[config.mk]
export PLATFORM = sky130hd
export DESIGN_NAME = ram_lock_arbiter_flat
export DESIGN_NICKNAME = d
export VERILOG_FILES = /design/src/rtl/ram_lock_arbiter_pkg.sv /design/src/rtl/ram_lock_arbiter_if.sv /design/src/rtl/ram_lock_arbiter_prio_rr_picker.sv /design/src/rtl/ram_lock_arbiter.sv /design/src/flat_wrapper.sv
export SDC_FILE = /design/constraint.sdc
export NUM_CORES = 1
export LEC_CHECK = 0
export CORE_ASPECT_RATIO = 0.8
export CORE_UTILIZATION = 54
export DETAILED_ROUTE_END_ITERATION = 8
export PLACE_DENSITY = 0.91
export SETUP_SLACK_MARGIN = 0.1
export SYNTH_ARGS = -nofsm -noshare
export SYNTH_HDL_FRONTEND = slang
export SYNTH_HIERARCHICAL = 1
export SYNTH_SLANG_ARGS = --single-unit
[constraint.sdc]
create_clock -name CLK -period 11.15 [get_ports CLK]
set_input_delay 1.115 -clock CLK [delete_from_list [all_inputs] [get_ports CLK]]
set_output_delay 1.115 -clock CLK [all_outputs]
set_load 0.03 [all_outputs]
[src/rtl/ram_lock_arbiter_pkg.sv]
`default_nettype none
// +----------------------------------------------------------------------+
// | Module   : ram_lock_pkg                                              |
// | Brief    : Op-word encode/decode helpers and lock FSM state type for |
// |            the shared-RAM lock arbiter.                              |
// | Revision : 1.0 - initial release                                     |
// +----------------------------------------------------------------------+
package ram_lock_pkg;

  // Function tag of the shared-RAM unit
  localparam logic [3:0] FUNC_TAG_RAM = 4'b1100;

  // Upper nibble shared by every lock-control op word
  localparam logic [3:0] c_op_prefix = 4'hF;

  typedef enum logic [0:0] {
    IDLE   = 1'b0,
    LOCKED = 1'b1
  } lock_state_t;

  function automatic logic [15:0] start_word(input logic [3:0] tag, input logic [3:0] prty);
    return {c_op_prefix, tag, 4'h0, prty};
  endfunction

  function automatic logic [15:0] stop_word(input logic [3:0] tag);
    return {c_op_prefix, tag, 8'hFF};
  endfunction

  // A priority of zero is "no request", so it does not count as a start word
  function automatic logic is_start(input logic [15:0] word, input logic [3:0] tag);
    return (word[15:12] == c_op_prefix) && (word[11:8] == tag) &&
           (word[7:4] == 4'h0) && (word[3:0] != 4'h0);
  endfunction

  function automatic logic is_stop(input logic [15:0] word, input logic [3:0] tag);
    return word == stop_word(tag);
  endfunction

endpackage
`default_nettype wire

[src/rtl/ram_lock_arbiter_if.sv]
`default_nettype none
// +----------------------------------------------------------------------+
// | Module   : ram_lock_if                                               |
// | Brief    : Node-side op words and arbiter-side outputs of the        |
// |            shared-RAM lock arbiter.                                  |
// | Revision : 1.0 - initial release                                     |
// +----------------------------------------------------------------------+
interface ram_lock_if #(
  parameter int N_NODES = 4
);
  logic [16*N_NODES-1:0] in_op_node;
  logic [15:0]           out_op;
  logic [N_NODES-1:0]    grant;
  logic [2:0]            owner;
  logic                  busy;
  logic                  timeout_evt;

  // Request side: drives op words, observes arbitration results
  modport master (
    output in_op_node,
    input  out_op, grant, owner, busy, timeout_evt
  );

  // Arbiter side
  modport slave (
    input  in_op_node,
    output out_op, grant, owner, busy, timeout_evt
  );
endinterface
`default_nettype wire

[src/rtl/ram_lock_arbiter_prio_rr_picker.sv]
`default_nettype none
// +----------------------------------------------------------------------+
// | Module   : prio_rr_picker                                            |
// | Brief    : Combinational max-priority picker with round-robin        |
// |            tie-break starting at rr_ptr.                             |
// | Revision : 1.0 - initial release                                     |
// +----------------------------------------------------------------------+
module prio_rr_picker #(
  parameter int N_NODES = 4
) (
  input  logic [N_NODES-1:0]      valid,
  input  logic [N_NODES-1:0][3:0] prio,
  input  logic [2:0]              rr_ptr,
  output logic [2:0]              winner,
  output logic                    any_valid
);

  logic [3:0] w_max;
  logic       w_found;

  assign any_valid = |valid;

  // Highest priority among the valid requesters
  always_comb begin
    w_max = 4'h0;
    for (int i = 0; i < N_NODES; i++) begin
      if (valid[i] && (prio[i] > w_max)) w_max = prio[i];
    end
  end

  // First requester at the maximum priority, scanning cyclically from rr_ptr
  always_comb begin
    winner  = 3'd0;
    w_found = 1'b0;
    for (int k = 0; k < N_NODES; k++) begin
      logic [3:0] idx;
      idx = {1'b0, rr_ptr} + 4'(k);
      if (idx >= 4'(N_NODES)) idx = idx - 4'(N_NODES);
      // Compare against each slot rather than indexing, so the index stays in range
      for (int j = 0; j < N_NODES; j++) begin
        if (!w_found && (idx == 4'(j)) && valid[j] && (prio[j] == w_max)) begin
          winner  = 3'(j);
          w_found = 1'b1;
        end
      end
    end
  end

endmodule
`default_nettype wire

[src/rtl/ram_lock_arbiter.sv]
`default_nettype none
// +----------------------------------------------------------------------+
// | Module   : ram_lock_arbiter                                          |
// | Brief    : Shares a single-port RAM function unit between N nodes   |
// |            using start/stop op words, priority + round-robin        |
// |            arbitration, registered forwarding and a lock watchdog.  |
// | Revision : 1.0 - initial release                                     |
// +----------------------------------------------------------------------+
module ram_lock_arbiter
  import ram_lock_pkg::*;
#(
  parameter int         N_NODES = 4,
  parameter logic [3:0] TAG     = FUNC_TAG_RAM,
  parameter int         TIMEOUT = 1024
) (
  input  logic         CLK,
  input  logic         RST,
  ram_lock_if.slave    bus
);

  localparam bit         c_wd_en   = (TIMEOUT != 0);
  // Last watchdog count before a forced release; unused when the watchdog is off
  localparam logic [15:0] c_wd_last = c_wd_en ? 16'(TIMEOUT - 1) : 16'h0000;
  localparam logic [3:0]  c_n_nodes = 4'(N_NODES);

  logic [N_NODES-1:0][15:0] w_word;
  logic [N_NODES-1:0]       w_valid;
  logic [N_NODES-1:0][3:0]  w_prio;
  logic [2:0]               w_winner;
  logic                     w_any_valid;
  logic [N_NODES-1:0]       w_winner_oh;
  logic [15:0]              w_own_word;
  logic [15:0]              w_winner_word;
  logic [3:0]               w_rr_inc;
  logic [2:0]               w_next_rr;

  lock_state_t        r_state;
  logic [15:0]        r_out_op;
  logic [N_NODES-1:0] r_grant;
  logic [2:0]         r_owner;
  logic               r_busy;
  logic               r_timeout_evt;
  logic [2:0]         r_rr_ptr;
  logic [15:0]        r_wd_cnt;

  generate
    for (genvar gi = 0; gi < N_NODES; gi++) begin : g_decode
      assign w_word[gi]  = bus.in_op_node[16*gi +: 16];
      assign w_valid[gi] = is_start(w_word[gi], TAG);
      assign w_prio[gi]  = w_word[gi][3:0];
    end
  endgenerate

  prio_rr_picker #(
    .N_NODES (N_NODES)
  ) u_picker (
    .valid     (w_valid),
    .prio      (w_prio),
    .rr_ptr    (r_rr_ptr),
    .winner    (w_winner),
    .any_valid (w_any_valid)
  );

  // Select the owner's and the winner's words and form the winner's one-hot grant
  always_comb begin
    w_own_word    = 16'h0000;
    w_winner_word = 16'h0000;
    w_winner_oh   = '0;
    for (int i = 0; i < N_NODES; i++) begin
      if (r_owner == 3'(i)) w_own_word = w_word[i];
      if (w_winner == 3'(i)) begin
        w_winner_word  = w_word[i];
        w_winner_oh[i] = 1'b1;
      end
    end
  end

  // Round-robin pointer moves to the node just after the winner
  always_comb begin
    w_rr_inc  = {1'b0, w_winner} + 4'd1;
    w_next_rr = (w_rr_inc == c_n_nodes) ? 3'd0 : w_rr_inc[2:0];
  end

  // Lock FSM with registered forwarding path and watchdog
  always_ff @(posedge CLK) begin
    if (RST) begin
      r_state       <= IDLE;
      r_out_op      <= 16'h0000;
      r_grant       <= '0;
      r_owner       <= 3'd0;
      r_busy        <= 1'b0;
      r_timeout_evt <= 1'b0;
      r_rr_ptr      <= 3'd0;
      r_wd_cnt      <= 16'h0000;
    end else begin
      r_timeout_evt <= 1'b0;
      case (r_state)
        IDLE: begin
          if (w_any_valid) begin
            r_state  <= LOCKED;
            r_out_op <= w_winner_word;
            r_grant  <= w_winner_oh;
            r_owner  <= w_winner;
            r_busy   <= 1'b1;
            r_rr_ptr <= w_next_rr;
            r_wd_cnt <= 16'h0000;
          end else begin
            r_out_op <= 16'h0000;
            r_grant  <= '0;
            r_owner  <= 3'd0;
            r_busy   <= 1'b0;
          end
        end
        LOCKED: begin
          if (is_stop(w_own_word, TAG)) begin
            // A real stop wins over a simultaneous watchdog expiry
            r_state  <= IDLE;
            r_out_op <= w_own_word;
            r_grant  <= '0;
            r_owner  <= 3'd0;
            r_busy   <= 1'b0;
          end else if (c_wd_en && (r_wd_cnt == c_wd_last)) begin
            // Synthesised stop frees the RAM unit's internal lock
            r_state       <= IDLE;
            r_out_op      <= stop_word(TAG);
            r_grant       <= '0;
            r_owner       <= 3'd0;
            r_busy        <= 1'b0;
            r_timeout_evt <= 1'b1;
          end else begin
            r_out_op <= w_own_word;
            r_wd_cnt <= r_wd_cnt + 16'd1;
          end
        end
        default: r_state <= IDLE;
      endcase
    end
  end

  assign bus.out_op      = r_out_op;
  assign bus.grant       = r_grant;
  assign bus.owner       = r_owner;
  assign bus.busy        = r_busy;
  assign bus.timeout_evt = r_timeout_evt;

endmodule
`default_nettype wire

[src/flat_wrapper.sv]
// flat-port wrapper written by rule: the top's interface ports become plain ports
module ram_lock_arbiter_flat import ram_lock_pkg::*;
#(
  parameter int         N_NODES = 4,
  parameter logic [3:0] TAG     = FUNC_TAG_RAM,
  parameter int         TIMEOUT = 1024
)
  (CLK, RST, bus_in_op_node, bus_out_op, bus_grant, bus_owner, bus_busy, bus_timeout_evt);
  ram_lock_if #(.N_NODES(N_NODES)) bus_i ();
  input  logic CLK;
  input  logic RST;
  input wire logic [$bits(bus_i.in_op_node)-1:0] bus_in_op_node;
  output wire logic [$bits(bus_i.out_op)-1:0] bus_out_op;
  output wire logic [$bits(bus_i.grant)-1:0] bus_grant;
  output wire logic [$bits(bus_i.owner)-1:0] bus_owner;
  output wire logic [$bits(bus_i.busy)-1:0] bus_busy;
  output wire logic [$bits(bus_i.timeout_evt)-1:0] bus_timeout_evt;
  assign bus_i.in_op_node = bus_in_op_node;
  assign bus_out_op = bus_i.out_op;
  assign bus_grant = bus_i.grant;
  assign bus_owner = bus_i.owner;
  assign bus_busy = bus_i.busy;
  assign bus_timeout_evt = bus_i.timeout_evt;
  ram_lock_arbiter #(.N_NODES(N_NODES), .TAG(TAG), .TIMEOUT(TIMEOUT)) u_core (.CLK(CLK), .RST(RST), .bus(bus_i));
endmodule
==> impl_metrics.env <==
export IMPL_status="completed"
export IMPL_clock_sinks=45
export IMPL_globalplace_congestion=1.040
export IMPL_arrival_ns=10.40
export IMPL_grt_first_pass_wirelength_um=25140
export IMPL_min_from="u_core/bus.busy"
export IMPL_critPathTopFamily="compound AO/OA/AOI/OAI gates"
export IMPL_viasPerCell=6.756
export IMPL_yosys_warnings=6
export IMPL_cts_tree="done"
export IMPL_async_reset_ff_share_pct=0
export IMPL_powerDensity_nw_per_um2=64.50
export IMPL_synth_edff_count=0
export IMPL_drtAntennaViolNets=0
export IMPL_reg2reg_depth=16
export IMPL_tightest_slew_ns=1.293
export IMPL_cts_setup_buffers=0
export IMPL_p_leak_uw=0.002013
export IMPL_dr_first_iter_drc_count=681
export IMPL_syn_area_um2=4717
export IMPL_syn_inst=619
export IMPL_antennaDiodeCount=0
export IMPL_final_hold_viol_count=0
export IMPL_clock_latency_ns=0.30
export IMPL_final_layout_size_suffix_gt1_share_pct=6.589
export IMPL_crit_slowest_cell="o311ai_2"
export IMPL_fin_tns_setup_ns=0
export IMPL_crit_path_end_kind="register"
export IMPL_r2r_end="u_core/bus.out_op[0]"
export IMPL_overflow=0
export IMPL_finClkSkew_ns=0.01388
export IMPL_core_area_um2=8483
export IMPL_path_class="in -> reg"
export IMPL_synth_flop_cell="dfxtp_1"
export IMPL_dieArea_um2=9115
export IMPL_grt_max_degree=34
export IMPL_layout_commonest_cell="clkdlybuf4s50_1"
export IMPL_initial_utilization_pct=55.60
export IMPL_relSlewSlack_pct=13.37
export IMPL_dr_pass1_iters=6
export IMPL_ir_worst_vdd_uv=54.29
export IMPL_route_detailed_drc=0
export IMPL_numCtsBuffers=5
export IMPL_routedWlPerCell_um=19.68
export IMPL_ctsRootBufferMaster="clkbuf_8"
export IMPL_critPathRequiredTime_ns=11.27
export IMPL_layout_common_cells="90 x clkdlybuf4s50_1, 74 x nand2_1, 50 x nor2_1"
export IMPL_num_io_pins=91
export IMPL_r2r_slack_ns=6.81
export IMPL_fp_row_count=30
export IMPL_fmax_ghz=0.09725
export IMPL_min_period_over_period_pct=92.22
export IMPL_yosysUniqueCellTypes=84
export IMPL_rsz0062_at_grt="false"
export IMPL_hold_path_endpoint="u_core/bus.busy"
export IMPL_holdBufCountCts=0
export IMPL_nets=770
export IMPL_post_cts_resized=0
export IMPL_cp_max_fo=18
export IMPL_seq_area_frac_synth_pct=19.10
export IMPL_cp_slowest_stage_delay_ns=0.75
export IMPL_areaGrowthSynthToFinish_pct=21.06
export IMPL_slew_viol_final=0
export IMPL_syn_nets=707
export IMPL_path_buf_inv=3
export IMPL_synth_seq_cells=45
export IMPL_portBuffers=90
export IMPL_whs_ns=0.4935
export IMPL_vias=5371
export IMPL_antenna_found_initial=0
export IMPL_cts_reportedPaths_clkPinSlew_ns=0.09
export IMPL_wirelength_um=15650
export IMPL_grt_pass1_vias=5035
export IMPL_rr_startpoint="u_core/r_rr_ptr[0]"
export IMPL_grt_util_all_layers_pct=34.27
export IMPL_crit_top_cell="ha_1"
export IMPL_dp_hpwl_um=11580
export IMPL_drv_cap=0
export IMPL_clk_path_buf_depth=2
export IMPL_worstHoldPathCells=2
export IMPL_hold_path_class="reg -> reg"
export IMPL_setup_viol=0
export IMPL_die_x_um=106.5
export IMPL_htree_num_levels=2
export IMPL_die_y_um=85.60
export IMPL_synth_avg_cell_area_um2=7.620
export IMPL_start_kind="input pin"
export IMPL_period_minus_slack_ns=10.28
==> stage by stage <==
step           total power (uW)  cell area (um2)  setup slack (ns)  std cells  util [%]
2_1_floorplan             199.0             4717             2.939        619         -
3_5_place_dp              240.2             5594            0.8615        787     65.94
4_1_cts                   367.5             5710             1.141        795     67.32
6_report                  368.3             5710            0.8675        795     67.32
5_1_grt                   381.4             5710            0.2182        795     67.32
3_3_place_gp              239.1             5594             1.206        787     65.94
==> synth_stat cells (11+ instances only) <==
library cell   n  area [um2]
a21oi_1       48       240.2
a22oi_1       16       120.1
a211oi_1      11       82.58
nor2b_1       14       87.58
dfxtp_1       45       900.9
nor2_1        50       187.7
inv_1         26       97.59
ha_1          22       275.3
o22ai_1       15       93.84
nand4_1       16       100.1
nand2_1       74       277.8
o21ai_0       40       200.2
clkbuf_1      27       101.4
nand3_1       22       110.1
==> state kept, by name, indices dropped and copies added (netlist names) <==
signal / flops
u_core/bus.out_op: 16
u_core/bus.owner: 3
u_core/bus.busy: 1
u_core/bus.timeout_evt: 1
u_core/bus.grant: 4
u_core/r_rr_ptr: 3
u_core/r_state: 1
u_core/r_wd_cnt: 16
==> worst min-delay path, cell delays in order (launching register included) <==
cell     delay (ns)
dfxtp_1        0.32
nand3_1        0.07
a21oi_1        0.06
==> kinds of logic (layout without fill, tap and decap cells) <==
group           count (synthesis)  in the layout  synth area share, %
other cells                     1              1              0.07950
xor+xnor                       14             14                2.599
flops                          45             45                19.10
fa+ha+maj                      22             22                5.835
compound gates                203            203                30.37
buf+inv                        63            127                6.021
simple gates                  253            253                28.51
mux                            18             18                7.480
==> layer usage <==
layer | up-vias | GRT usage (%) | part of all wire, %
met5 | - | 0 | 0
met4 | 0 | 10.59 | 2.6
met3 | 53 | 4.103 | 11
met2 | 406 | 55.84 | 46
met1 | 2440 | 47.55 | 40
li1 | 2472 | - | -
==> how the worst max path moves through the flow <==
| stage | from | cells past startpoint | to |
|---|---|---|---|
| final | bus_in_op_node[4] | 33 | u_core/bus.out_op[0] |
| after global routing | bus_in_op_node[4] | 35 | u_core/bus.out_op[1] |
| after CTS | bus_in_op_node[4] | 34 | u_core/bus.out_op[9] |
| after detailed placement | bus_in_op_node[4] | 34 | u_core/bus.out_op[9] |
| after global placement | bus_in_op_node[4] | 34 | u_core/bus.out_op[9] |
| after floorplan | bus_in_op_node[4] | 36 | u_core/bus.out_op[11] |
==> where the power goes <==
group / switching (uW) / internal [uW] / leakage (uW)
combinational: 39.7 / 38.7 / 0.00159
clock: 56.1 / 73.2 / 0.0000585
sequential: 0.0651 / 161 / 0.000362
total: 95.9 / 272 / 0.00201
==> final cells by class <==
| class | instances | area (um2) |
|---|---|---|
| Clock buffer | 7 | 86.33 |
| Clock inverter | 1 | 30.03 |
| Fill cell | 708 | 2773 |
| Inverter | 26 | 97.59 |
| Multi-Input combinational cell | 511 | 3532 |
| Sequential cell | 45 | 900.9 |
| Tap cell | 112 | 140.1 |
| Timing Repair Buffer | 93 | 923.4 |
Note: power is estimated with default switching activity, not from simulation.
